## config.mk

```make
export PLATFORM = sky130hd
export DESIGN_NAME = button_event
export DESIGN_NICKNAME = d
export VERILOG_FILES = /design/src/rtl/button_pkg.sv /design/src/rtl/sync2.sv /design/src/rtl/button_event.sv
export SDC_FILE = /design/constraint.sdc
export NUM_CORES = 1
export LEC_CHECK = 0
export CORE_AREA = 2 2 97 99
export CTS_CLUSTER_SIZE = 40
export DETAILED_ROUTE_END_ITERATION = 12
export DIE_AREA = 0 0 99 101
export MAX_ROUTING_LAYER = met4
export PLACE_DENSITY_LB_ADDON = 0.2
export SYNTH_ARGS = -nofsm -noshare
export SYNTH_HDL_FRONTEND = slang
export SYNTH_HIERARCHICAL = 1
export SYNTH_SLANG_ARGS = --single-unit
```

## constraint.sdc

```tcl
create_clock -name clk -period 2.3 [get_ports clk]
set_input_delay 0.69 -clock clk [delete_from_list [all_inputs] [get_ports clk]]
set_output_delay 0.69 -clock clk [all_outputs]
set_load 0.02 [all_outputs]
```

## src/rtl/button_pkg.sv

```systemverilog
// button_pkg: definitions shared by the button input path.
//   - CLK_FREQ: project-wide system clock frequency, also used by the buzzer timing.
//   - DEFAULT_DEBOUNCE_CYCLES: 20 ms of stable input at CLK_FREQ.
//   - DEFAULT_LONG_CYCLES: 1 s hold at CLK_FREQ.
//   - btn_state_t: 3-bit encoding of the button FSM states.
package button_pkg;

    localparam int unsigned CLK_FREQ                = 50_000_000;
    localparam int unsigned DEFAULT_DEBOUNCE_CYCLES = CLK_FREQ / 50;
    localparam int unsigned DEFAULT_LONG_CYCLES     = CLK_FREQ;

    typedef enum logic [2:0] {
        StIdle    = 3'd0,
        StDbPress = 3'd1,
        StPressed = 3'd2,
        StHeld    = 3'd3,
        StDbRel   = 3'd4
    } btn_state_t;

endpackage

```

## src/rtl/sync2.sv

```systemverilog
// sync2: two-flop synchronizer for a single asynchronous pin input.
//   clk   - destination clock
//   reset - asynchronous, active-low; both flops load RESET_VALUE
//   d     - raw asynchronous input
//   q     - synchronized output, two clk edges behind d
module sync2 #(
    parameter logic RESET_VALUE = 1'b0
) (
    input  logic clk,
    input  logic reset,
    input  logic d,
    output logic q
);

    logic meta;

    always_ff @(posedge clk or negedge reset) begin
        if (!reset) begin
            meta <= RESET_VALUE;
            q    <= RESET_VALUE;
        end else begin
            meta <= d;
            q    <= meta;
        end
    end

endmodule

```

## src/rtl/button_event.sv

```systemverilog
// button_event: debounces one active-low push button and emits single-cycle tap/hold events.
//   clk         - system clock
//   reset       - asynchronous, active-low
//   btn_n       - raw button pin, low = pressed, asynchronous to clk
//   pressed     - debounced level, high while a press is accepted
//   short_pulse - one cycle on release of a press that never became a long press
//   long_pulse  - one cycle when a hold reaches LONG_CYCLES (no auto-repeat)
// DEBOUNCE_CYCLES and LONG_CYCLES must both be at least 2.
module button_event
    import button_pkg::*;
#(
    parameter int unsigned DEBOUNCE_CYCLES = DEFAULT_DEBOUNCE_CYCLES,
    parameter int unsigned LONG_CYCLES     = DEFAULT_LONG_CYCLES
) (
    input  logic clk,
    input  logic reset,
    input  logic btn_n,
    output logic pressed,
    output logic short_pulse,
    output logic long_pulse
);

    localparam int unsigned DB_W   = $clog2(DEBOUNCE_CYCLES);
    localparam int unsigned HOLD_W = $clog2(LONG_CYCLES);

    localparam logic [DB_W-1:0]   DB_ONE    = DB_W'(1);
    localparam logic [DB_W-1:0]   DB_LAST   = DB_W'(DEBOUNCE_CYCLES - 1);
    localparam logic [HOLD_W-1:0] HOLD_ONE  = HOLD_W'(1);
    localparam logic [HOLD_W-1:0] HOLD_LAST = HOLD_W'(LONG_CYCLES - 1);

    logic              s;
    btn_state_t        state;
    logic [DB_W-1:0]   db_cnt;
    logic [HOLD_W-1:0] hold_cnt;
    logic              long_flag;

    // Synchronizer resets to the released level so reset never looks like a press.
    sync2 #(
        .RESET_VALUE(1'b1)
    ) u_sync (
        .clk  (clk),
        .reset(reset),
        .d    (btn_n),
        .q    (s)
    );

    always_ff @(posedge clk or negedge reset) begin
        if (!reset) begin
            state       <= StIdle;
            db_cnt      <= '0;
            hold_cnt    <= '0;
            long_flag   <= 1'b0;
            pressed     <= 1'b0;
            short_pulse <= 1'b0;
            long_pulse  <= 1'b0;
        end else begin
            short_pulse <= 1'b0;
            long_pulse  <= 1'b0;

            case (state)
                StIdle: begin
                    if (!s) begin
                        state     <= StDbPress;
                        db_cnt    <= DB_ONE;
                        hold_cnt  <= '0;
                        long_flag <= 1'b0;
                    end
                end

                StDbPress: begin
                    if (s) begin
                        state <= StIdle;
                    end else if (db_cnt == DB_LAST) begin
                        state   <= StPressed;
                        pressed <= 1'b1;
                    end else begin
                        db_cnt <= db_cnt + DB_ONE;
                    end
                end

                StPressed: begin
                    if (s) begin
                        state  <= StDbRel;
                        db_cnt <= DB_ONE;
                    end else if (hold_cnt == HOLD_LAST) begin
                        state      <= StHeld;
                        long_pulse <= 1'b1;
                        long_flag  <= 1'b1;
                    end else begin
                        hold_cnt <= hold_cnt + HOLD_ONE;
                    end
                end

                StHeld: begin
                    if (s) begin
                        state  <= StDbRel;
                        db_cnt <= DB_ONE;
                    end
                end

                // hold_cnt is left untouched here so a release bounce only pauses the hold timer.
                StDbRel: begin
                    if (!s) begin
                        state <= long_flag ? StHeld : StPressed;
                    end else if (db_cnt == DB_LAST) begin
                        state       <= StIdle;
                        pressed     <= 1'b0;
                        short_pulse <= ~long_flag;
                    end else begin
                        db_cnt <= db_cnt + DB_ONE;
                    end
                end

                default: state <= StIdle;
            endcase
        end
    end

endmodule

```

==> flow_metrics.tcl <==
set metrics [dict create \
    die-area_um2 10000 \
    timing.final.ws_setup_ps 137 \
    synthCells 339 \
    path_class "reg2reg" \
    maxCapViolations 0 \
    antenna_found_initial 0 \
    first_global_vias 2669 \
    grt_max_degree 37 \
    clockRootBuffer "sky130_fd_sc_hd__clkbuf_8" \
    initial_utilization_pct 34.1 \
    num_antenna_cells 0 \
    detail_route.vias_per_cell 5.55 \
    combined_area_of_all_synthesized_cells_um2 3060 \
    tns_ps 0 \
    worst_setup_path_startpoint "hold_cnt[0]$_DFFE_PN0P_" \
    syn_avg_cell_area_um2 9.03 \
    rsz0062_at_grt "false" \
    top_level_ports 6 \
    synth.yosys.seq_area_share_pct 45.1 \
    final.hold.worst_slack_ps 344 \
    peakVddDrop_v 0.000241 \
    fmax_mhz 462 \
    crit_fanout 25 \
    groute.usage.overall_pct 16.3 \
    worst-slew-pin-transition_ps 622 \
    async_flop_share_pct 100 \
    cellPowerDensity_nw_per_um2 528 \
    place_area_um2 3390 \
    global_route_wire_length_before_repair_mm 13.0 \
    maxSlewViolCount 0 \
    fin_crit_ps 2160 \
    portBuffers 5 \
    cts_resized 0 \
    postSynthNetCount 344 \
    timing.hold.worst.class "in2async" \
    layout_cells_sized_above_1_pct 15.2 \
    r2r-start "hold_cnt[0]$_DFFE_PN0P_" \
    max-slew-margin-rel_pct 58.2 \
    post_cts.repair.setup_buffers 0 \
    netlist-cell-type-count 51 \
    drt_drc_violations_left 0 \
    fillers 895 \
    synth.ff_latch_count 55 \
    max-clock-path-buffers 2 \
    vias 2632 \
    finalSetupViolCount 0 \
    core_area_um2 8980 \
    preCtsSetupSlack_ps 145 \
    clock-sinks 55 \
    routed_wire_length_per_instance_um 15.8 \
    final_design_area_no_fill_um2 3490 \
    clkSlewWorstSetupHoldPaths_ps 100 \
    h_tree_level_count 2 \
    worst-endpoint-arrival_ps 2390 \
    crit_path_end_kind "flip-flop" \
    synth_warnings 6 \
    drt.antenna.violating_nets 0 \
    final.setup_skew_ps 10.3 \
    p_leak_nw 1.39 \
    die_height_um 101 \
    required_ps 2530 \
    dp_hpwl_mm 5.34 \
    ys_flop_type "sky130_fd_sc_hd__dfrtp_1" \
    number_of_enable_flip_flop_cells_after_synthesis 0 \
    power_w 0.00184 \
    grt_overflow_total 0 \
    post_layout_nets 367 \
    clock_insertion_delay_worst_skew_ps 310 \
    tritoncts.num_buffers 5 \
    tritoncts_clock_tree "done" \
    min_period_over_period_pct 94.0 \
    area.growth.synth_to_final_pct 13.9 \
    cts_hold_repair.buffers 0 \
    final-hold-violation-count 0 \
    drt-total-wl_mm 7.47 \
    chipWidth_um 99 \
    critPathLaunchType "flip-flop" \
    finalWeightedCongestion 0.759 \
    placement_rows 35 \
    run_status "finished, final reports clean" \
    drtPass1Iterations 4 \
    initialDrtViolationCount 79 \
]
[cells in the final DEF (no fill, tap or decap), types with 4 or more instances in the layout]
master and count:
sky130_fd_sc_hd__xor2_1 7, sky130_fd_sc_hd__a31oi_1 8, sky130_fd_sc_hd__or3_1 10, sky130_fd_sc_hd__nor4_1 4
sky130_fd_sc_hd__dfrtp_1 53, sky130_fd_sc_hd__or4_1 4, sky130_fd_sc_hd__nand2_1 26, sky130_fd_sc_hd__a21oi_1 18
sky130_fd_sc_hd__buf_4 28, sky130_fd_sc_hd__nor2_1 21, sky130_fd_sc_hd__clkbuf_8 7, sky130_fd_sc_hd__o211ai_1 9
sky130_fd_sc_hd__nor3_1 14, sky130_fd_sc_hd__o31ai_1 12, sky130_fd_sc_hd__clkdlybuf4s50_1 4, sky130_fd_sc_hd__o21ai_0 24
sky130_fd_sc_hd__nand4_1 20, sky130_fd_sc_hd__or2_2 4, sky130_fd_sc_hd__inv_1 10, sky130_fd_sc_hd__nand2b_1 6
sky130_fd_sc_hd__nand3_1 20
[cell usage after synthesis (6+ instances only)]
| cell type | n | area share, % |
|---|---|---|
| sky130_fd_sc_hd__nand2b_1 | 6 | 1.2 |
| sky130_fd_sc_hd__nand2_1 | 26 | 3.2 |
| sky130_fd_sc_hd__nor3_1 | 14 | 2.3 |
| sky130_fd_sc_hd__a21oi_1 | 18 | 2.9 |
| sky130_fd_sc_hd__o211ai_1 | 9 | 2.2 |
| sky130_fd_sc_hd__nand3_1 | 20 | 3.3 |
| sky130_fd_sc_hd__dfrtp_1 | 53 | 43 |
| sky130_fd_sc_hd__inv_1 | 10 | 1.2 |
| sky130_fd_sc_hd__o21ai_0 | 24 | 3.9 |
| sky130_fd_sc_hd__a31oi_1 | 8 | 1.6 |
| sky130_fd_sc_hd__nand4_1 | 20 | 4.1 |
| sky130_fd_sc_hd__or3_1 | 10 | 2.0 |
| sky130_fd_sc_hd__clkbuf_1 | 14 | 1.7 |
| sky130_fd_sc_hd__o31ai_1 | 12 | 2.9 |
| sky130_fd_sc_hd__xor2_1 | 7 | 2.0 |
| sky130_fd_sc_hd__nor2_1 | 21 | 2.6 |
[final cells by class]
class                           count  area (um^2)  share of cell area [%]
Clock buffer                        8          100                    2.87
Inverter                           10         37.5                    1.08
Multi-Input combinational cell    256         1560                    44.6
Sequential cell                    55         1380                    39.5
Tap cell                          111          139                    3.98
Timing Repair Buffer               34          275                    7.89
[path summary, 6_finish.rpt]
check,to,slack [ps],cells after the start
worst max-delay path,hold_cnt[16]$_DFFE_PN0P_,140,7
worst min-delay path,long_flag$_DFFE_PN0P_,340,2
worst max register to register,hold_cnt[16]$_DFFE_PN0P_,140,7
worst min register to register,u_sync/q$_DFF_PN1_,360,0
max in group asynchronous,u_sync/meta$_DFF_PN1_,1490,2
min in group clk,u_sync/q$_DFF_PN1_,360,0
[power breakdown]
group	total [W]	switching, W	internal [W]
Clock	0.000594	0.000318	0.000276
Sequential	0.00104	0.0000438	0.000998
Combinational	0.000203	0.000125	0.0000779
[through the flow]
stage,util (%),std cells
global placement,37.7,466
global route,38.8,474
floorplan,-,339
finish,38.8,474
CTS,38.8,474
detailed placement,37.7,466
[per-layer routing]
layer / vias to the layer above / wire, um / part of all wire, % / track usage, %
met1: 1284 / 3560 / 48 / 20.5
met4: 0 / 118 / 1.6 / 4.74
met5: - / 0 / 0 / -
met3: 10 / 137 / 1.8 / 2.08
met2: 24 / 3650 / 49 / 27.7
li1: 1314 / - / - / -
[cell families (layout without fill, tap and decap cells)]
logic type	count (synthesis)	count (layout)	share of synthesized area [%]
AOI/OAI and AO/OA	88	88	18.6
xor gates and xnor gates	10	10	2.86
and+or+nand+nor	155	155	28.0
buffers and inverters	28	52	4.29
DFF	55	55	45.1
muxes	1	1	0.368
adders and majority gates	2	2	0.818
[flip-flops by register name (all words and copies together) (netlist names)]
signal,count
short_pulse,1
long_pulse,1
db_cnt,20
pressed,1
u_sync/meta,1
hold_cnt,26
state,3
long_flag,1
u_sync/q,1
[critical path, stage by stage, from the launching register on]
cell	delay (ps)
sky130_fd_sc_hd__dfrtp_1	420
sky130_fd_sc_hd__ha_1	230
sky130_fd_sc_hd__nand4_1	210
sky130_fd_sc_hd__or3_1	240
sky130_fd_sc_hd__o21bai_4	80
sky130_fd_sc_hd__buf_12	150
sky130_fd_sc_hd__or4_2	600
sky130_fd_sc_hd__a21oi_1	150
Power figures use the tool's default switching activity.
